**config.mk**
```make
export PLATFORM = sky130hd
export DESIGN_NAME = bk_sector_seq
export DESIGN_NICKNAME = d
export VERILOG_FILES = /design/src/rtl/bk_pkg.sv /design/src/rtl/bk_sector_seq_edge_det.sv /design/src/rtl/bk_sector_seq.sv
export SDC_FILE = /design/constraint.sdc
export NUM_CORES = 1
export LEC_CHECK = 0
export BUFFER_PORTS_ARGS = -buffer_cell sky130_fd_sc_hd__buf_4
export CORE_MARGIN = 3
export CORE_UTILIZATION = 28
export CTS_CLUSTER_SIZE = 20
export DETAILED_ROUTE_END_ITERATION = 8
export GPL_ROUTABILITY_DRIVEN = 0
export MAX_ROUTING_LAYER = met4
export PLACE_DENSITY = 0.57
export SYNTH_ARGS = -nofsm -noshare
export SYNTH_HDL_FRONTEND = slang
export SYNTH_HIERARCHICAL = 1
export SYNTH_SLANG_ARGS = --single-unit
```
**constraint.sdc**
```tcl
create_clock -name clk_sys -period 1.9 [get_ports clk_sys]
set_clock_uncertainty 0.2 [all_clocks]
set_input_delay 0.285 -clock clk_sys [delete_from_list [all_inputs] [get_ports clk_sys]]
set_output_delay 0.285 -clock clk_sys [all_outputs]
set_load 0.1 [all_outputs]
```
**src/rtl/bk_pkg.sv**
```systemverilog
// Shared definitions for the backup-RAM sector sequencer.
package bk_pkg;

  localparam int SECTORS_DEF = 128;

  typedef logic [1:0] bk_state_t;

  localparam bk_state_t ST_IDLE = 2'd0;
  localparam bk_state_t ST_REQ  = 2'd1;
  localparam bk_state_t ST_XFER = 2'd2;

endpackage

```
**src/rtl/bk_sector_seq_edge_det.sv**
```systemverilog
// Registered edge detector: compares a level against its copy from the previous cycle.
module edge_det (
  input  logic clk_sys,
  input  logic reset,
  input  logic d,
  output logic rise,
  output logic fall
);

  logic d_reg;

  always_ff @(posedge clk_sys or posedge reset) begin
    if (reset) begin
      d_reg <= 1'b0;
    end else begin
      d_reg <= d;
    end
  end

  assign rise = d & ~d_reg;
  assign fall = ~d & d_reg;

endmodule

```
**src/rtl/bk_sector_seq.sv**
```systemverilog
// Backup-RAM save/load sequencer: walks a fixed sector range over the HPS
// sd_rd/sd_wr/sd_ack handshake and holds the core in reset during loads.
module bk_sector_seq
  import bk_pkg::*;
#(
  parameter int SECTORS = SECTORS_DEF,
  parameter int LBA_W   = 32
) (
  input  logic             clk_sys,
  input  logic             reset,
  input  logic             downloading,
  input  logic             img_mounted,
  input  logic             img_readonly,
  input  logic             img_size_nz,
  input  logic             load_req,
  input  logic             save_req,
  input  logic             autosave_en,
  input  logic             osd_status,
  input  logic             bram_change,
  input  logic             sd_ack,
  output logic [LBA_W-1:0] sd_lba,
  output logic             sd_rd,
  output logic             sd_wr,
  output logic             bk_ena,
  output logic             bk_loading,
  output logic             busy,
  output logic             sav_pending
);

  localparam int CNT_W = (SECTORS > 1) ? $clog2(SECTORS) : 1;

  bk_state_t        state_reg;
  logic [CNT_W-1:0] cnt_reg;
  logic             sd_rd_reg;
  logic             sd_wr_reg;
  logic             bk_ena_reg;
  logic             bk_loading_reg;
  logic             sav_pending_reg;

  logic save_trig;
  logic ack_rise, ack_fall;
  logic dl_rise, dl_fall;
  logic load_rise, load_fall_unused;
  logic save_rise, save_fall_unused;

  assign save_trig = save_req | (sav_pending_reg & osd_status & autosave_en);

  edge_det u_ack_edge (
    .clk_sys (clk_sys), .reset (reset), .d (sd_ack),
    .rise (ack_rise), .fall (ack_fall)
  );
  edge_det u_dl_edge (
    .clk_sys (clk_sys), .reset (reset), .d (downloading),
    .rise (dl_rise), .fall (dl_fall)
  );
  edge_det u_load_edge (
    .clk_sys (clk_sys), .reset (reset), .d (load_req),
    .rise (load_rise), .fall (load_fall_unused)
  );
  edge_det u_save_edge (
    .clk_sys (clk_sys), .reset (reset), .d (save_trig),
    .rise (save_rise), .fall (save_fall_unused)
  );

  always_ff @(posedge clk_sys or posedge reset) begin
    if (reset) begin
      state_reg       <= ST_IDLE;
      cnt_reg         <= '0;
      sd_rd_reg       <= 1'b0;
      sd_wr_reg       <= 1'b0;
      bk_ena_reg      <= 1'b0;
      bk_loading_reg  <= 1'b0;
      sav_pending_reg <= 1'b0;
    end else begin
      // A mount during the download must survive the download's own rising edge.
      if (downloading & img_mounted & ~img_readonly) begin
        bk_ena_reg <= 1'b1;
      end else if (dl_rise) begin
        bk_ena_reg <= 1'b0;
      end

      if (bram_change & ~osd_status) begin
        sav_pending_reg <= 1'b1;
      end else if (state_reg != ST_IDLE) begin
        sav_pending_reg <= 1'b0;
      end

      case (state_reg)
        ST_IDLE: begin
          if (bk_ena_reg) begin
            if (load_rise || (!save_rise && dl_fall && img_size_nz)) begin
              cnt_reg        <= '0;
              bk_loading_reg <= 1'b1;
              sd_rd_reg      <= 1'b1;
              sd_wr_reg      <= 1'b0;
              state_reg      <= ST_REQ;
            end else if (save_rise) begin
              cnt_reg        <= '0;
              bk_loading_reg <= 1'b0;
              sd_rd_reg      <= 1'b0;
              sd_wr_reg      <= 1'b1;
              state_reg      <= ST_REQ;
            end
          end
        end
        ST_REQ: begin
          if (ack_rise) begin
            sd_rd_reg <= 1'b0;
            sd_wr_reg <= 1'b0;
            state_reg <= ST_XFER;
          end
        end
        ST_XFER: begin
          if (ack_fall) begin
            if (&cnt_reg) begin
              bk_loading_reg <= 1'b0;
              state_reg      <= ST_IDLE;
            end else begin
              cnt_reg   <= cnt_reg + CNT_W'(1);
              sd_rd_reg <= bk_loading_reg;
              sd_wr_reg <= ~bk_loading_reg;
              state_reg <= ST_REQ;
            end
          end
        end
        default: state_reg <= ST_IDLE;
      endcase
    end
  end

  assign sd_lba      = {{(LBA_W-CNT_W){1'b0}}, cnt_reg};
  assign sd_rd       = sd_rd_reg;
  assign sd_wr       = sd_wr_reg;
  assign bk_ena      = bk_ena_reg;
  assign bk_loading  = bk_loading_reg;
  assign busy        = (state_reg != ST_IDLE);
  assign sav_pending = sav_pending_reg;

endmodule

```
==> out/qor.yml, run 1 <==
root_buffer: "clkbuf_8"
finalNonFillerCells: 233
slew_headroom: 0.621
fp.dieH_um: 72.3
slew_viol_final: 0
cap_violations: 0
cp_top_family: "compound AO/OA/AOI/OAI gates"
core_sq_um: 4120
synthesis.area_sq_um: 1230
die_w_um: 72.3
crit_path_top_delay_cell: "dfrtp_4"
cp_num_buf_inv: 0
start_util: 0.299
cts_buffer_depth: 2
critPathArrivalTime_ns: 2.01
rsz0062_at_grt: "yes"
criticalPathCategory: "flop to flop"
largest_register_ffs: 7
setup_viol_count_final: 11
critPathMaxStageDelay_ns: 0.48
via_per_inst: 4.34
io_pins: 50
cp_max_fo: 3
ir_drop_uv: 1200
grt_pass1_wl_mm: 4.44
via_count: 1012
areaGrowthSynthToFinish_pct: 40.0
violations: "negative setup slack"
die_area_sq_um: 5220
dpl.hpwl_mm: 2.10
drt_pre_antenna_iters: 4
tritoncts: "done"
period_needed_ns: 2.06
grt_usage: 0.117
numCtsBuffers: 3
finalNetCount: 202
min_period_over_period: 1.08
leakagePower_nw: 0.848
worst_slack_ns: -0.161
crit_chain: "a31o_4, nor2b_4, a211o_4, a21oi_2, a211o_1, mux2_4"
startpoint_type: "flop"
crit_start: "sav_pending$_DFFE_PP0P_"
syn_avg_cell_area_sq_um: 9.11
ant_nets: 0
critical_path.endpoint_type: "flop"
grt_overflow: 0
first_global_vias: 936
layout-drive-gt1-share: 0.404
ys_warn_count: 6
wl_per_cell_um: 11.7
grt_max_degree: 15
worst_slew_pin_slew_ns: 0.568
r2r-start: "sav_pending$_DFFE_PP0P_"
hold_violations: 0
rows: 23
wl_mm: 2.73
htree_num_levels: 1
powerDensity_nw_per_um2: 1540
worstHoldPathType: "input port to flop"
status: "finished, violations left"
drc_errors: 0
place_inst: 221
worstSkewPairLatency_ns: 0.26
critPathRequiredTime_ns: 1.85
antenna_found_initial: 0
first_iter_violations: 57
antenna_cells: 0
fmax_mhz: 485
io_buffers: 24
path_clk_slew_ns: 0.07
cts.sinks: 18
synthCells: 135
whs_ns: 0.0286
hp-start: "osd_status"
## per-stage QoR
step	setup WS [ns]	setup TNS, ns	power [W]	utilization	instance area, sq um
after floorplan	-0.283	-2.23	0.00177	-	1370
after global placement	-0.125	-0.736	0.00215	0.373	1540
after detailed placement	-0.160	-1.00	0.00217	0.373	1540
after CTS	-0.166	-0.956	0.00257	0.405	1670
after global routing	-0.211	-1.68	0.00282	0.418	1720
final	-0.161	-0.801	0.00266	0.418	1720
## final cells by class
type | count | area, sq um
Inverter | 16 | 63.8
Clock buffer | 4 | 55.1
Multi-Input combinational cell | 99 | 694
Fill cell | 427 | 2390
Sequential cell | 18 | 462
Timing Repair Buffer | 46 | 384
Tap cell | 50 | 62.6
## layout by cell type (no fill, tap or decap), types with 4 or more instances in the layout
master and count:
mux2_4 4, buf_4 37, dlygate4sd3_1 6, a31oi_1 4, clkbuf_8 4, dfrtp_1 13, conb_1 25, a21oi_1 7
ha_1 5, inv_1 13, nor2b_1 4, o21ai_0 8, nand2_1 6
## worst reg2reg max path, cell delays in order, from the launching register on
cell     delay, ns
dfrtp_4       0.48
a31o_4        0.22
nor2b_4       0.13
a211o_4       0.27
a21oi_2       0.16
a211o_1       0.18
mux2_4        0.31
## per-layer routing
metal  up-vias  routed length, um  GRT usage
met4         0                 65     0.0689
li1        505                  -          -
met2        38               1280      0.170
met1       464               1180      0.142
met3         5                199     0.0360
met5         -                  0          -
## worst paths after layout
| check | cells after the start | end | slack [ns] |
|---|---|---|---|
| min in group asynchronous | 3 | u_save_edge/d_reg$_DFF_PP0_ | 0.24 |
| min reg2reg | 1 | sd_rd$_DFFE_PP0P_ | 0.35 |
| max | 6 | state_reg[0]$_DFFE_PP0P_ | -0.16 |
| max reg2reg | 6 | state_reg[0]$_DFFE_PP0P_ | -0.16 |
| max in group asynchronous | 3 | sav_pending$_DFFE_PP0P_ | 0.61 |
| min | 2 | sav_pending$_DFFE_PP0P_ | 0.03 |
## where the power goes
part	switching, W	leakage (nW)	internal [W]
combinational	0.00112	0.596	0.000681
clock	0.000140	0.0288	0.000185
sequential	0.0000607	0.223	0.000468
## what timing repair did
action,4_1_cts,5_1_grt
hold buffers,5,1
gates cloned,0,0
buffers inserted,1,1
pin swaps,5,6
setup endpoints to repair,12,13
resized for setup,4,9
endpoints found under the hold margin,22,1
Power figures use the tool's default switching activity.
==> inputs of run 2 (changes only) <==
PLACE_DENSITY = 0.55   (was 0.57)
clock period = 2.7 ns   (was 1.9 ns; I/O delays follow)
==> out/qor.yml, run 2 (same netlist as run 1, synthesis figures left out) <==
min_period_over_period: 0.811
drt_pre_antenna_iters: 4
io_buffers: 24
htree_num_levels: 1
cap_violations: 0
hold_violations: 0
first_iter_violations: 92
cp_max_fo: 12
fin_util: 0.349
whs_ns: 0.0665
period_needed_ns: 2.19
powerDensity_nw_per_um2: 1070
worst_slew_pin_slew_ns: 0.627
tritoncts: "done"
p_sw_frac: 0.546
status: "finished clean"
postCtsHoldBufs: 1
fp.dieH_um: 72.3
drc_errors: 0
rows: 23
largest_register_ffs: 7
total_power_w: 0.00153
ant_nets: 0
wl_per_cell_um: 11.0
multi_input_area_sq_um: 617
numCtsBuffers: 3
grt_max_degree: 15
worstHoldPathType: "input port to flop"
p_int_w: 0.000696
antenna_found_initial: 0
startpoint_type: "flop"
place_area_sq_um: 1370
post_cts_buffers: 0
layout-drive-gt1-share: 0.253
crit_start: "state_reg[0]$_DFFE_PP0P_"
power_frac_seq: 0.244
via_count: 921
io_pins: 50
layout_commonest_cell: "conb_1"
antenna_cells: 0
grt_overflow: 0
path_clk_slew_ns: 0.07
setup_viol_count_final: 0
rr_worst_depth: 6
slew_viol_final: 0
r2r_setup_slack_ns: 0.51
areaGrowthSynthToFinish_pct: 16.7
via_per_inst: 4.34
critPathArrivalTime_ns: 2.17
seqCellArea_sq_um: 450
grt_usage: 0.100
slew_headroom: 0.582
start_util: 0.299
ir_drop_uv: 672
criticalPathCategory: "flop to flop"
finalNetCount: 181
rsz0062_at_grt: "no"
combinationalPowerShare: 0.609
fillers: 432
fin_area_sq_um: 1440
r2r-start: "state_reg[0]$_DFFE_PP0P_"
core_sq_um: 4120
first_global_vias: 882
leakagePower_nw: 0.723
grt_pass1_wl_mm: 4.07
mostFrequentLayoutCells: "25 x conb_1, 24 x buf_4, 18 x dfrtp_1, 16 x inv_1"
clock_power_share: 0.147
die_area_sq_um: 5220
crit_end: "cnt_reg[2]$_DFFE_PP0P_"
fmax_mhz: 457
critPathRequiredTime_ns: 2.68
power.switching_w: 0.000837
root_buffer: "clkbuf_8"
wl_mm: 2.34
worstReg2RegEnd: "cnt_reg[2]$_DFFE_PP0P_"
die_w_um: 72.3
cts.sinks: 18
cts_resized: 0
fin_setup_tns_ns: 0
critical_path.endpoint_type: "flop"
dpl.hpwl_mm: 1.87
cts_buffer_depth: 2
worstSkewPairLatency_ns: 0.25
[run 2: cell count changes in the layout (fill, tap and decap cells not counted), moves of 2 or more]
| cell | before | now |
|---|---|---|
| buf_4 | 37 | 24 |
| dlygate4sd3_1 | 6 | 1 |
| dfrtp_1 | 13 | 18 |
| o22ai_2 | 2 | 0 |
| mux2_4 | 4 | 0 |
| inv_1 | 13 | 16 |
| mux2_1 | 0 | 2 |
| o22ai_1 | 1 | 3 |
| dfrtp_4 | 2 | 0 |
| inv_2 | 2 | 0 |
| dfrtp_2 | 3 | 0 |
| mux2_2 | 2 | 4 |
[run 2: critical path: stages, from the launching register on]
cell,delay (ns)
dfrtp_1,0.44
inv_1,0.10
ha_1,0.40
inv_1,0.12
o22ai_1,0.53
a31oi_1,0.17
a21oi_1,0.14
[run 2: power by group through the flow]
| stage | Combinational (W) | Sequential, W | Clock [W] |
|---|---|---|---|
| final | 0.000934 | 0.000374 | 0.000225 |
| after global routing | 0.00101 | 0.000383 | 0.000245 |
| after CTS | 0.000942 | 0.000374 | 0.000231 |
| after detailed placement | 0.000938 | 0.000379 | 0 |
| after global placement | 0.000938 | 0.000380 | 0 |
| after floorplan | 0.000577 | 0.000605 | 0 |
[run 2: area by class of cell]
| cell class | count | area share |
|---|---|---|
| clock buffer | 4 | 0.0384 |
| multi-input combinational | 99 | 0.430 |
| inverter | 16 | 0.0418 |
| timing repair buffer | 25 | 0.133 |
| sequential | 18 | 0.314 |
| tap | 50 | 0.0436 |
[run 2: routing by layer]
metal / wire [um] / vias up / global-route usage
li1: - / 463 / -
met1: 1140 / 417 / 0.137
met2: 988 / 39 / 0.145
met3: 199 / 2 / 0.0319
met4: 14 / 0 / 0.0209
met5: 0 / - / -
[run 2: worst min-delay path by stage]
stage	cells past startpoint	endpoint	startpoint	slack, ns
2_1_floorplan	1	u_ack_edge/d_reg$_DFF_PP0_	reset	-0.07
3_3_place_gp	2	u_load_edge/d_reg$_DFF_PP0_	reset	0.08
3_5_place_dp	2	u_ack_edge/d_reg$_DFF_PP0_	reset	0.08
4_1_cts	1	u_load_edge/d_reg$_DFF_PP0_	load_req	0.06
5_1_grt	1	u_load_edge/d_reg$_DFF_PP0_	load_req	0.06
6_report	1	u_load_edge/d_reg$_DFF_PP0_	load_req	0.07
[run 2: metrics by stage]
step | cells | worst slack (ns)
2_1_floorplan | 159 | 0.0632
6_report | 212 | 0.510
5_1_grt | 212 | 0.209
4_1_cts | 212 | 0.528
3_3_place_gp | 207 | 0.545
3_5_place_dp | 207 | 0.547
==> inputs of run 3 (changes only) <==
ABC_AREA = 1   (was default)
PLACE_DENSITY = 0.54   (was 0.55)
clock period = 2.1 ns   (was 2.7 ns; I/O delays follow)
==> out/qor.yml, run 3 <==
place_inst: 248
largest_register_ffs: 7
htree_num_levels: 1
tritoncts: "done"
slew_viol_final: 0
dpl.hpwl_mm: 2.06
critPathRequiredTime_ns: 1.58
multi_input_area_sq_um: 674
min_period_over_period: 0.935
core_sq_um: 4500
wl_mm: 2.62
setup_viol_count_final: 0
worstHoldPathType: "input port to flop"
io_pins: 50
syn_avg_cell_area_sq_um: 7.77
critPathMaxStageDelay_ns: 0.43
crit_path_top_delay_cell: "dfrtp_1"
grt_max_degree: 15
first_iter_violations: 47
grt_pass1_wl_mm: 4.22
postCtsHoldBufs: 4
finalNetCount: 223
combinationalPowerShare: 0.638
path_clk_slew_ns: 0.08
areaGrowthSynthToFinish_pct: 18.0
rows: 24
post_cts_buffers: 0
antenna_cells: 0
cp_max_fo: 5
rsz0062_at_grt: "no"
period_needed_ns: 1.96
startpoint_type: "flop"
worst_slew_pin_slew_ns: 0.593
ant_nets: 0
cts_resized: 0
grt_overflow: 0
powerDensity_nw_per_um2: 1350
synthesis.area_sq_um: 1350
rr_worst_depth: 8
cts.sinks: 18
synthCells: 173
finalNonFillerCells: 256
ir_drop_uv: 1000
status: "finished clean"
start_util: 0.299
use_met1: 0.133
hold_violations: 0
root_buffer: "clkbuf_8"
mostFrequentLayoutCells: "44 x nand2_1, 25 x conb_1, 25 x buf_4, 24 x inv_1, 16 x nor2_1"
cap_violations: 0
grt_usage: 0.101
numCtsBuffers: 3
hold_depth: 2
cp_top_family: "buffers and inverters"
cts_buffer_depth: 2
fin_setup_tns_ns: 0
cp.depth: 4
drt_pre_antenna_iters: 4
wl_per_cell_um: 10.2
drc_errors: 0
worstSkewPairLatency_ns: 0.26
p_int_w: 0.000912
cp_num_buf_inv: 3
via_count: 1021
critPathArrivalTime_ns: 1.45
met3_usage: 0.0198
top_usage_layer: "met2"
fillers: 475
dp_slack_ns: 0.306
crit_chain: "inv_1, ha_1, inv_2, buf_4"
slew_headroom: 0.604
ys_warn_count: 6
layout-drive-gt1-share: 0.255
leakagePower_nw: 0.871
die_area_sq_um: 5670
r2r_setup_slack_ns: 0.30
criticalPathCategory: "flop to output pin"
first_global_vias: 937
clock_power_share: 0.138
met2_usage: 0.154
worst_slack_ns: 0.136
antenna_found_initial: 0
fp.dieH_um: 75.3
io_buffers: 24
fmax_mhz: 509
seqCellArea_sq_um: 454
p_sw_frac: 0.574
power_frac_seq: 0.223
power.switching_w: 0.00123
via_per_inst: 3.99
critical_path.endpoint_type: "output pin"
die_w_um: 75.3
fin_util: 0.353
layout_commonest_cell: "nand2_1"
run 3: worst paths after layout:
path                                                to                     start
max                                               busy  state_reg[0]$_DFFE_PP0P_
min                                 bk_ena$_DFFE_PP0P_              img_readonly
max reg2reg                     cnt_reg[4]$_DFFE_PP0P_  state_reg[0]$_DFFE_PP0P_
max in group asynchronous      sav_pending$_DFFE_PP0P_                     reset
min reg2reg                    sav_pending$_DFFE_PP0P_   sav_pending$_DFFE_PP0P_
min in group asynchronous  u_save_edge/d_reg$_DFF_PP0_                     reset
run 3: power by group through the flow:
stage	Combinational (W)	Clock (W)	Sequential, W
2_1_floorplan	0.000905	0	0.000760
3_3_place_gp	0.00137	0	0.000484
3_5_place_dp	0.00137	0	0.000483
4_1_cts	0.00138	0.000303	0.000479
5_1_grt	0.00147	0.000322	0.000487
6_report	0.00137	0.000296	0.000478
run 3: stage by stage:
step	hold WS [ns]	cell area (sq um)	power, W
2_1_floorplan	-0.156	1440	0.00166
3_3_place_gp	-0.00802	1490	0.00186
3_5_place_dp	-0.00541	1490	0.00185
4_1_cts	0.0387	1590	0.00216
5_1_grt	0.0287	1590	0.00227
6_report	0.0388	1590	0.00214
run 3: worst register-to-register path: stages (launching register included):
cell      delay [ns]
dfrtp_1         0.43
inv_1           0.10
ha_1            0.29
buf_4           0.19
nand3_2         0.12
clkinv_1        0.11
nor2_4          0.18
nand2_1         0.07
nand2_1         0.05
run 3: cell type report:
type / count / area share
timing repair buffer: 29 / 0.143
sequential: 18 / 0.286
tap: 52 / 0.0410
multi-input combinational: 124 / 0.425
clock buffer: 4 / 0.0347
inverter: 29 / 0.0701
run 3: metal layers:
metal,vias up,routed length [um]
li1,534,-
met1,455,1240
met2,30,1240
met3,2,111
met4,0,21
met5,-,0
